## src/rtl/mips_dmem_ahb_master.sv

```systemverilog
// MIPS MEM-stage load/store port to AHB-Lite SINGLE-burst master.
// Optional posted stores: define DMEM_WRITE_POST_EN.
module mips_dmem_ahb_master #(
    parameter int ADDR_W         = 32,
    parameter bit MISALIGN_CHECK = 1'b1
) (
    input  logic              HCLK,
    input  logic              HRESETn,
    input  logic              mem_req,
    input  logic              mem_we,
    input  logic [1:0]        mem_size,
    input  logic              mem_signed,
    input  logic [ADDR_W-1:0] mem_addr,
    input  logic [31:0]       mem_wdata,
    output logic [31:0]       mem_rdata,
    output logic              mem_stall,
    output logic              mem_err,
    output logic [ADDR_W-1:0] HADDR,
    output logic [1:0]        HTRANS,
    output logic [2:0]        HSIZE,
    output logic [2:0]        HBURST,
    output logic              HWRITE,
    output logic [31:0]       HWDATA,
    input  logic              HREADY,
    input  logic              HRESP,
    input  logic [31:0]       HRDATA
);

`ifdef DMEM_WRITE_POST_EN
    localparam bit POST_EN = 1'b1;
`else
    localparam bit POST_EN = 1'b0;
`endif

    typedef enum logic {
        S_IDLE,
        S_DATA
    } state_t;

    state_t      st;
    logic [1:0]  a_q;
    logic [1:0]  sz_q;
    logic        sgn_q;
    logic        we_q;
    logic [31:0] wd_q;
    logic [31:0] rd_q;

    logic        req;
    logic        misal;
    logic        ok;
    logic        issue;
    logic        done;
    logic [31:0] wrep;
    logic [7:0]  b;
    logic [15:0] h;
    logic [31:0] algn;

    // request qualification and the combinational address phase
    always_comb begin
        req    = mem_req & HRESETn;
        misal  = (mem_size == 2'b01 && mem_addr[0]) ||
                 (mem_size[1] && mem_addr[1:0] != 2'b00);
        ok     = !(MISALIGN_CHECK && misal);
        issue  = (st == S_IDLE) && req && ok;
        done   = (st == S_DATA) && HREADY;
        HTRANS = issue ? 2'b10 : 2'b00;
        HWRITE = issue & mem_we;
        HSIZE  = {1'b0, mem_size};
        HBURST = 3'b000;
        HADDR  = '0;
        if (issue) begin
            HADDR = {mem_addr[ADDR_W-1:2],
                     misal ? 2'b00 : mem_addr[1:0]};
        end
        HWDATA = wd_q;
    end

    // replicate store data across the byte lanes
    always_comb begin
        unique case (mem_size)
            2'b00:   wrep = {4{mem_wdata[7:0]}};
            2'b01:   wrep = {2{mem_wdata[15:0]}};
            default: wrep = mem_wdata;
        endcase
    end

    // select and extend the load lane from the latched offset/size
    always_comb begin
        unique case (a_q)
            2'b00:   b = HRDATA[7:0];
            2'b01:   b = HRDATA[15:8];
            2'b10:   b = HRDATA[23:16];
            default: b = HRDATA[31:24];
        endcase
        h = a_q[1] ? HRDATA[31:16] : HRDATA[15:0];
        unique case (sz_q)
            2'b00:   algn = {{24{sgn_q & b[7]}}, b};
            2'b01:   algn = {{16{sgn_q & h[15]}}, h};
            default: algn = HRDATA;
        endcase
    end

    // CPU-side stall, error pulse and load data
    always_comb begin
        mem_err   = ((st == S_IDLE) && req && !ok) ||
                    (done && HRESP);
        mem_stall = 1'b0;
        if (st == S_IDLE) begin
            mem_stall = issue &&
                        !(POST_EN && mem_we && HREADY);
        end else if (POST_EN && we_q) begin
            mem_stall = req;
        end else begin
            mem_stall = !HREADY;
        end
        mem_rdata = rd_q;
        if (done && HRESP) begin
            mem_rdata = '0;
        end else if (done && !we_q) begin
            mem_rdata = algn;
        end
    end

    // transfer FSM: latch access on address accept, finish on HREADY
    always_ff @(posedge HCLK or negedge HRESETn) begin
        if (!HRESETn) begin
            st    <= S_IDLE;
            a_q   <= 2'b00;
            sz_q  <= 2'b00;
            sgn_q <= 1'b0;
            we_q  <= 1'b0;
            wd_q  <= '0;
            rd_q  <= '0;
        end else begin
            case (st)
                S_IDLE: begin
                    if (issue && HREADY) begin
                        st    <= S_DATA;
                        a_q   <= mem_addr[1:0];
                        sz_q  <= mem_size;
                        sgn_q <= mem_signed;
                        we_q  <= mem_we;
                        wd_q  <= wrep;
                    end
                end
                default: begin
                    if (HREADY) begin
                        st <= S_IDLE;
                        if (!we_q) begin
                            rd_q <= mem_rdata;
                        end
                    end
                end
            endcase
        end
    end

endmodule

```

## config.mk

```make
export PLATFORM = sky130hd
export DESIGN_NAME = mips_dmem_ahb_master
export DESIGN_NICKNAME = d
export VERILOG_FILES = /design/src/rtl/mips_dmem_ahb_master.sv
export SDC_FILE = /design/constraint.sdc
export NUM_CORES = 1
export LEC_CHECK = 0
export ABC_AREA = 1
export BUFFER_PORTS_ARGS = -buffer_cell sky130_fd_sc_hd__buf_2
export CORE_UTILIZATION = 40
export DETAILED_ROUTE_END_ITERATION = 8
export GPL_TIMING_DRIVEN = 1
export PLACE_DENSITY = 0.73
export SLEW_MARGIN = 20
export SYNTH_ARGS = -nofsm -noshare
export SYNTH_HDL_FRONTEND = slang
export SYNTH_SLANG_ARGS = --single-unit
```

## constraint.sdc

```tcl
create_clock -name HCLK -period 2.2 [get_ports HCLK]
set_clock_uncertainty 0.1 [all_clocks]
set_input_delay 0.33 -clock HCLK [delete_from_list [all_inputs] [get_ports HCLK]]
set_output_delay 0.33 -clock HCLK [all_outputs]
set_load 0.01 [all_outputs]
```

After elaboration in Yosys (flattened, before gate mapping)
Index checks and enable logic that the tools add are counted.
{"block": "totals", "ff_bits": 71, "wordCells": 50}
{"block": "op_classes", "n_eq_ne": 4, "n_mux": 13, "n_bitwise": 6, "reduce_logical": 20}
{"operator": "$pmux W32 S2", "count": 2}
{"operator": "$mux W32", "count": 3}
{"operator": "$pmux W8 S3", "count": 1}
{"operator": "$mux W16", "count": 1}
{"operator": "$logic_and A1 B1 Y1", "count": 9}
{"operator": "$eq A2 B1 Y1 const B", "count": 3}
{"operator": "$logic_not A2 Y1", "count": 3}
{"operator": "$and A1 B1 Y1", "count": 4}
{"operator": "$mux W1", "count": 4}
{"operator": "$mux W2", "count": 2}
{"operator": "$logic_not A1 Y1", "count": 3}
{"operator": "$reduce_and A3 Y1", "count": 1}
{"operator": "$eq A2 B2 Y1 const B", "count": 1}
{"operator": "$logic_or A1 B1 Y1", "count": 2}
{"operator": "$not A1 Y1", "count": 2}
{"operator": "$reduce_and A2 Y1", "count": 1}
{"operator": "$reduce_bool A2 Y1", "count": 1}

Depth between registers and ports, before layout
{"block": "depth", "word_depth": 8, "depth_mapped": 10, "ltp_nobuf": 9}

Worst setup path after synthesis
No wires, ideal clock.
{"block": "synth_path", "path_type": "reg2out", "start": "reg sz_q[1]", "end": "out mem_rdata[27]", "t_arrival_ps": 1410, "t_required_ps": 1770, "path_slack_ps": 360, "stages_incl_launch_ff": 9, "path_cell_list": "dfrtp_1 -> buf_6 -> nor2_1 -> o21a_1 -> nand3_4 -> nand3_4 -> buf_6 -> nand2_1 -> a21oi_1"}
{"block": "synth_via", "elab_chain_cells": 4, "elab_cells_between_ends": 5, "cone_classes": "eq/ne (1); mux (3); reduce/logical (1)"}
{"element": "from (decl)", "line_no": "42", "source": "logic [1:0] sz_q;"}
{"element": "from (signal assigned)", "line_no": "140", "source": "sz_q <= mem_size;"}
{"element": "$eq A2 B1 Y1 / $logic_not A2 Y1 (equally long branches)", "line_no": "96", "source": "unique case (sz_q)"}
{"element": "$pmux W32 S2 *", "line_no": "96"}
{"element": "$mux W32 *", "line_no": "119", "source": "end else if (done && !we_q) begin"}
{"element": "$mux W32 *", "line_no": "117", "source": "if (done && HRESP) begin"}
{"element": "to (decl)", "line_no": "15", "source": "output logic [31:0] mem_rdata,"}
Every way passes the cells marked *; elsewhere a longest branch is shown, timed or not.

Final worst setup path
{"block": "layout_path", "start": "reg a_q[1]", "end": "out mem_rdata[17]"}
{"block": "layout_via", "elab_chain_cells": 6, "elab_cells_between_ends": 10, "cone_classes": "eq/ne (2); mux (5); bitwise (2); reduce/logical (1)"}
{"element": "from (decl)", "line_no": "41", "source": "logic [1:0] a_q;"}
{"element": "from (signal assigned)", "line_no": "139", "source": "a_q <= mem_addr[1:0];"}
{"element": "$eq A2 B2 Y1, or another cell as far along", "line_no": "89", "source": "unique case (a_q)"}
{"element": "$pmux W8 S3", "line_no": "89"}
{"element": "$and A1 B1 Y1", "line_no": "97", "source": "2'b00: algn = {{24{sgn_q & b[7]}}, b};"}
{"element": "$pmux W32 S2 *", "line_no": "96"}
{"element": "$mux W32 *", "line_no": "119"}
{"element": "$mux W32 *", "line_no": "117"}
Marked as above.

==> flow_metrics.py <==
metrics = {
    "run_status": {
        "status": "complete, but fails checks",
        "violations": "setup timing",
    },
    "synth": {
        "synth_flop_cell": "dfrtp_1",
        "synth.most_common_cell": "nand2_1",
        "yosysWarnings": 0,
        "netlist_top_cells_count": "nand2_1 (177), dfrtp_1 (71), a21oi_1 (59)",
        "yosysSeqAreaShare_pct": 42.1,
        "ys_seq_elements": 71,
        "synth_edf_count": 0,
        "avgSynthCellArea_um2": 7.09,
        "async_flop_share_pct": 100,
        "post_synth_instance_area_um2": 4220,
        "synth_top_area_cell": "dfrtp_1",
        "synthCells": 596,
        "synth_top_area_share_pct": 42.1,
        "ys_types": 30,
        "synthTopCellsByArea": "dfrtp_1 (42%), nand2_1 (16%), a21oi_1 (7.0%)",
    },
    "floorplan": {
        "fp-row-count": 37,
        "start_util_pct": 41.1,
        "die_y_um": 105,
        "ios": 212,
        "die_w_um": 105,
        "design.core.area_um2": 10300,
        "die_area_um2": 11000,
    },
    "route": {
        "vias": 4781,
        "drt-met1-wl_mm": 5.88,
        "first_iter_violations": 266,
        "highest_layer": "met4",
        "ant_nets": 0,
        "wl_per_cell_um": 14.7,
        "wirelength_mm": 13.8,
        "drc_errors": 0,
        "dr.pass1.iters": 6,
        "vias_per_cell": 5.08,
        "routed-wl-met2_mm": 6.55,
        "dr_wl_met3_mm": 1.09,
    },
    "critical_path": {
        "cp_slowest_cell": "dfrtp_2",
        "path_max_fanout": 8,
        "cp_common_cell": "nand3_4",
        "critPathTopFamily": "simple AND/OR/NAND/NOR gates",
        "crit_arrival_ps": 1900,
        "path_class": "reg -> out",
        "cpPeakStageDelay_ps": 470,
        "cp.required_ps": 1770,
        "crit_chain": "nor2_1 -> nand2_1 -> nand3_2 -> nand3_4 -> nand3_4 -> nand2_2 -> a21oi_2 -> buf_2",
        "endpoint_kind": "output pin",
        "start_kind": "flip-flop",
        "cp_num_buf_inv": 1,
    },
    "finish": {
        "nFillCells": 998,
        "area_delta_synth_final_pct": 37.3,
        "nets": 906,
        "diodes": 0,
        "layout-drive-gt1-share_pct": 38.5,
        "layoutNonFillerInstCount": 942,
    },
    "timing": {
        "layout_setup_ws_ps": -131,
        "fmax_mhz": 429,
        "slew_viol_final": 0,
        "finalHoldViolCount": 0,
        "rsz0062_at_grt": "true",
        "setup_viol": 25,
        "min_period_over_period_pct": 106,
        "worstMarginPinSlew_ps": 929,
        "fin_tns_setup_ps": -2180,
        "slew_headroom_pct": 38.0,
        "period_needed_ps": 2330,
    },
    "grt": {
        "grt_pass1_wl_mm": 22.4,
        "grt-ovfl-total": 0,
        "antenna_found_initial": 0,
        "grt_pass1_vias": 4639,
        "grt_max_degree": 72,
        "grtUsageTotal_pct": 25.3,
    },
    "run": {
        "maxCapViolations": 0,
    },
    "power": {
        "peakVddDrop_v": 0.000416,
        "p_per_area_nw_per_um2": 743,
        "leakage_nw": 3.29,
    },
    "placement": {
        "place_congestion": 0.916,
        "place_inst": 914,
        "placement.io_buffers": 206,
        "dp_hpwl_mm": 9.93,
    },
    "clock_tree": {
        "insertion_delay_ps": 340,
        "clock_path_buffers": 2,
        "htreeDepth": 3,
        "cts_tree": "done",
        "postCtsHoldBufs": 0,
        "numCtsBuffers": 9,
        "path_clk_slew_ps": 80,
        "clkSinkCount": 71,
        "cts-root-buf": "clkbuf_8",
    },
    "hold_path": {
        "hp-class": "in -> reg",
    },
}
-- placed cells by master (no fill, tap or decap), types with 10 or more instances in the layout --
cell	count
buf_2	205
nand2_1	160
dfrtp_1	68
nor2_1	54
inv_1	52
a21oi_1	42
o21ai_0	38
o21ai_1	33
buf_4	23
nand3_1	18
nand2_2	17
a21oi_2	17
o211ai_1	17
clkbuf_8	10
-- registers in the layout, indices dropped and copies added (netlist names) --
name    flops
rd_q       32
HWDATA     32
st          1
sgn_q       1
a_q         2
sz_q        2
we_q        1
-- routing by layer --
| metal | track usage, % | vias up |
|---|---|---|
| met5 | 0 | - |
| met4 | 8.25 | 0 |
| met3 | 7.11 | 25 |
| met2 | 41.9 | 221 |
| met1 | 31.9 | 2215 |
| li1 | - | 2320 |
-- final timing paths --
kind                             from            end  slack (ps)  depth (start not counted)
hold / removal             mem_signed          sgn_q          80                          3
setup / recovery               a_q[1]  mem_rdata[17]        -130                          8
min in group asynchronous     HRESETn       rd_q[17]         130                          2
max in group asynchronous     HRESETn         a_q[0]        1220                          2
setup reg to reg               a_q[1]        rd_q[9]         410                          9
hold reg to reg             HWDATA[6]      HWDATA[6]         380                          2
-- stage by stage --
step                      power, mW  setup slack (ps)  hold WS, ps  util [%]  area (µm²)
after floorplan                2.47               360        -65.6         -        4240
after global routing           4.57              -201         71.3      56.4        5800
final                          4.31              -131         77.9      56.4        5800
after detailed placement       2.99               142          361      51.8        5320
after CTS                      4.31             -99.3         62.1      55.9        5740
after global placement         2.97               173          353      51.8        5320
-- worst min-delay path: stages --
cell	delay, ps
buf_2	70
nand2_1	40
nand2_1	40
-- cells by family after synthesis --
family / after synthesis / synth area share, %
and+or+nand+nor: 261 / 25.3
AOI/OAI and AO/OA: 161 / 21.4
buffers and inverters: 102 / 11.2
DFF: 71 / 42.1
other: 1 / 0.0888
-- timing repair --
action,CTS,global route
buffers inserted,8,2
cloned,2,0
gates resized for setup,43,16
endpoints found under the setup margin,31,57
pin swaps,11,10
-- where the power goes --
part / total [mW] / internal [mW] / switching (mW)
Combinational: 1.46 / 0.579 / 0.881
Clock: 1.19 / 0.670 / 0.515
Sequential: 1.66 / 1.52 / 0.138
Total: 4.31 / 2.77 / 1.53
-- layout make-up --
cell class,count,area [µm²],area share [%]
tap,136,170,2.93
sequential,71,1780,30.7
timing repair buffer,231,1240,21.5
clock inverter,5,81.3,1.40
clock buffer,11,141,2.44
inverter,59,225,3.88
multi-input combinational,429,2160,37.2
Power figures use the tool's default switching activity.
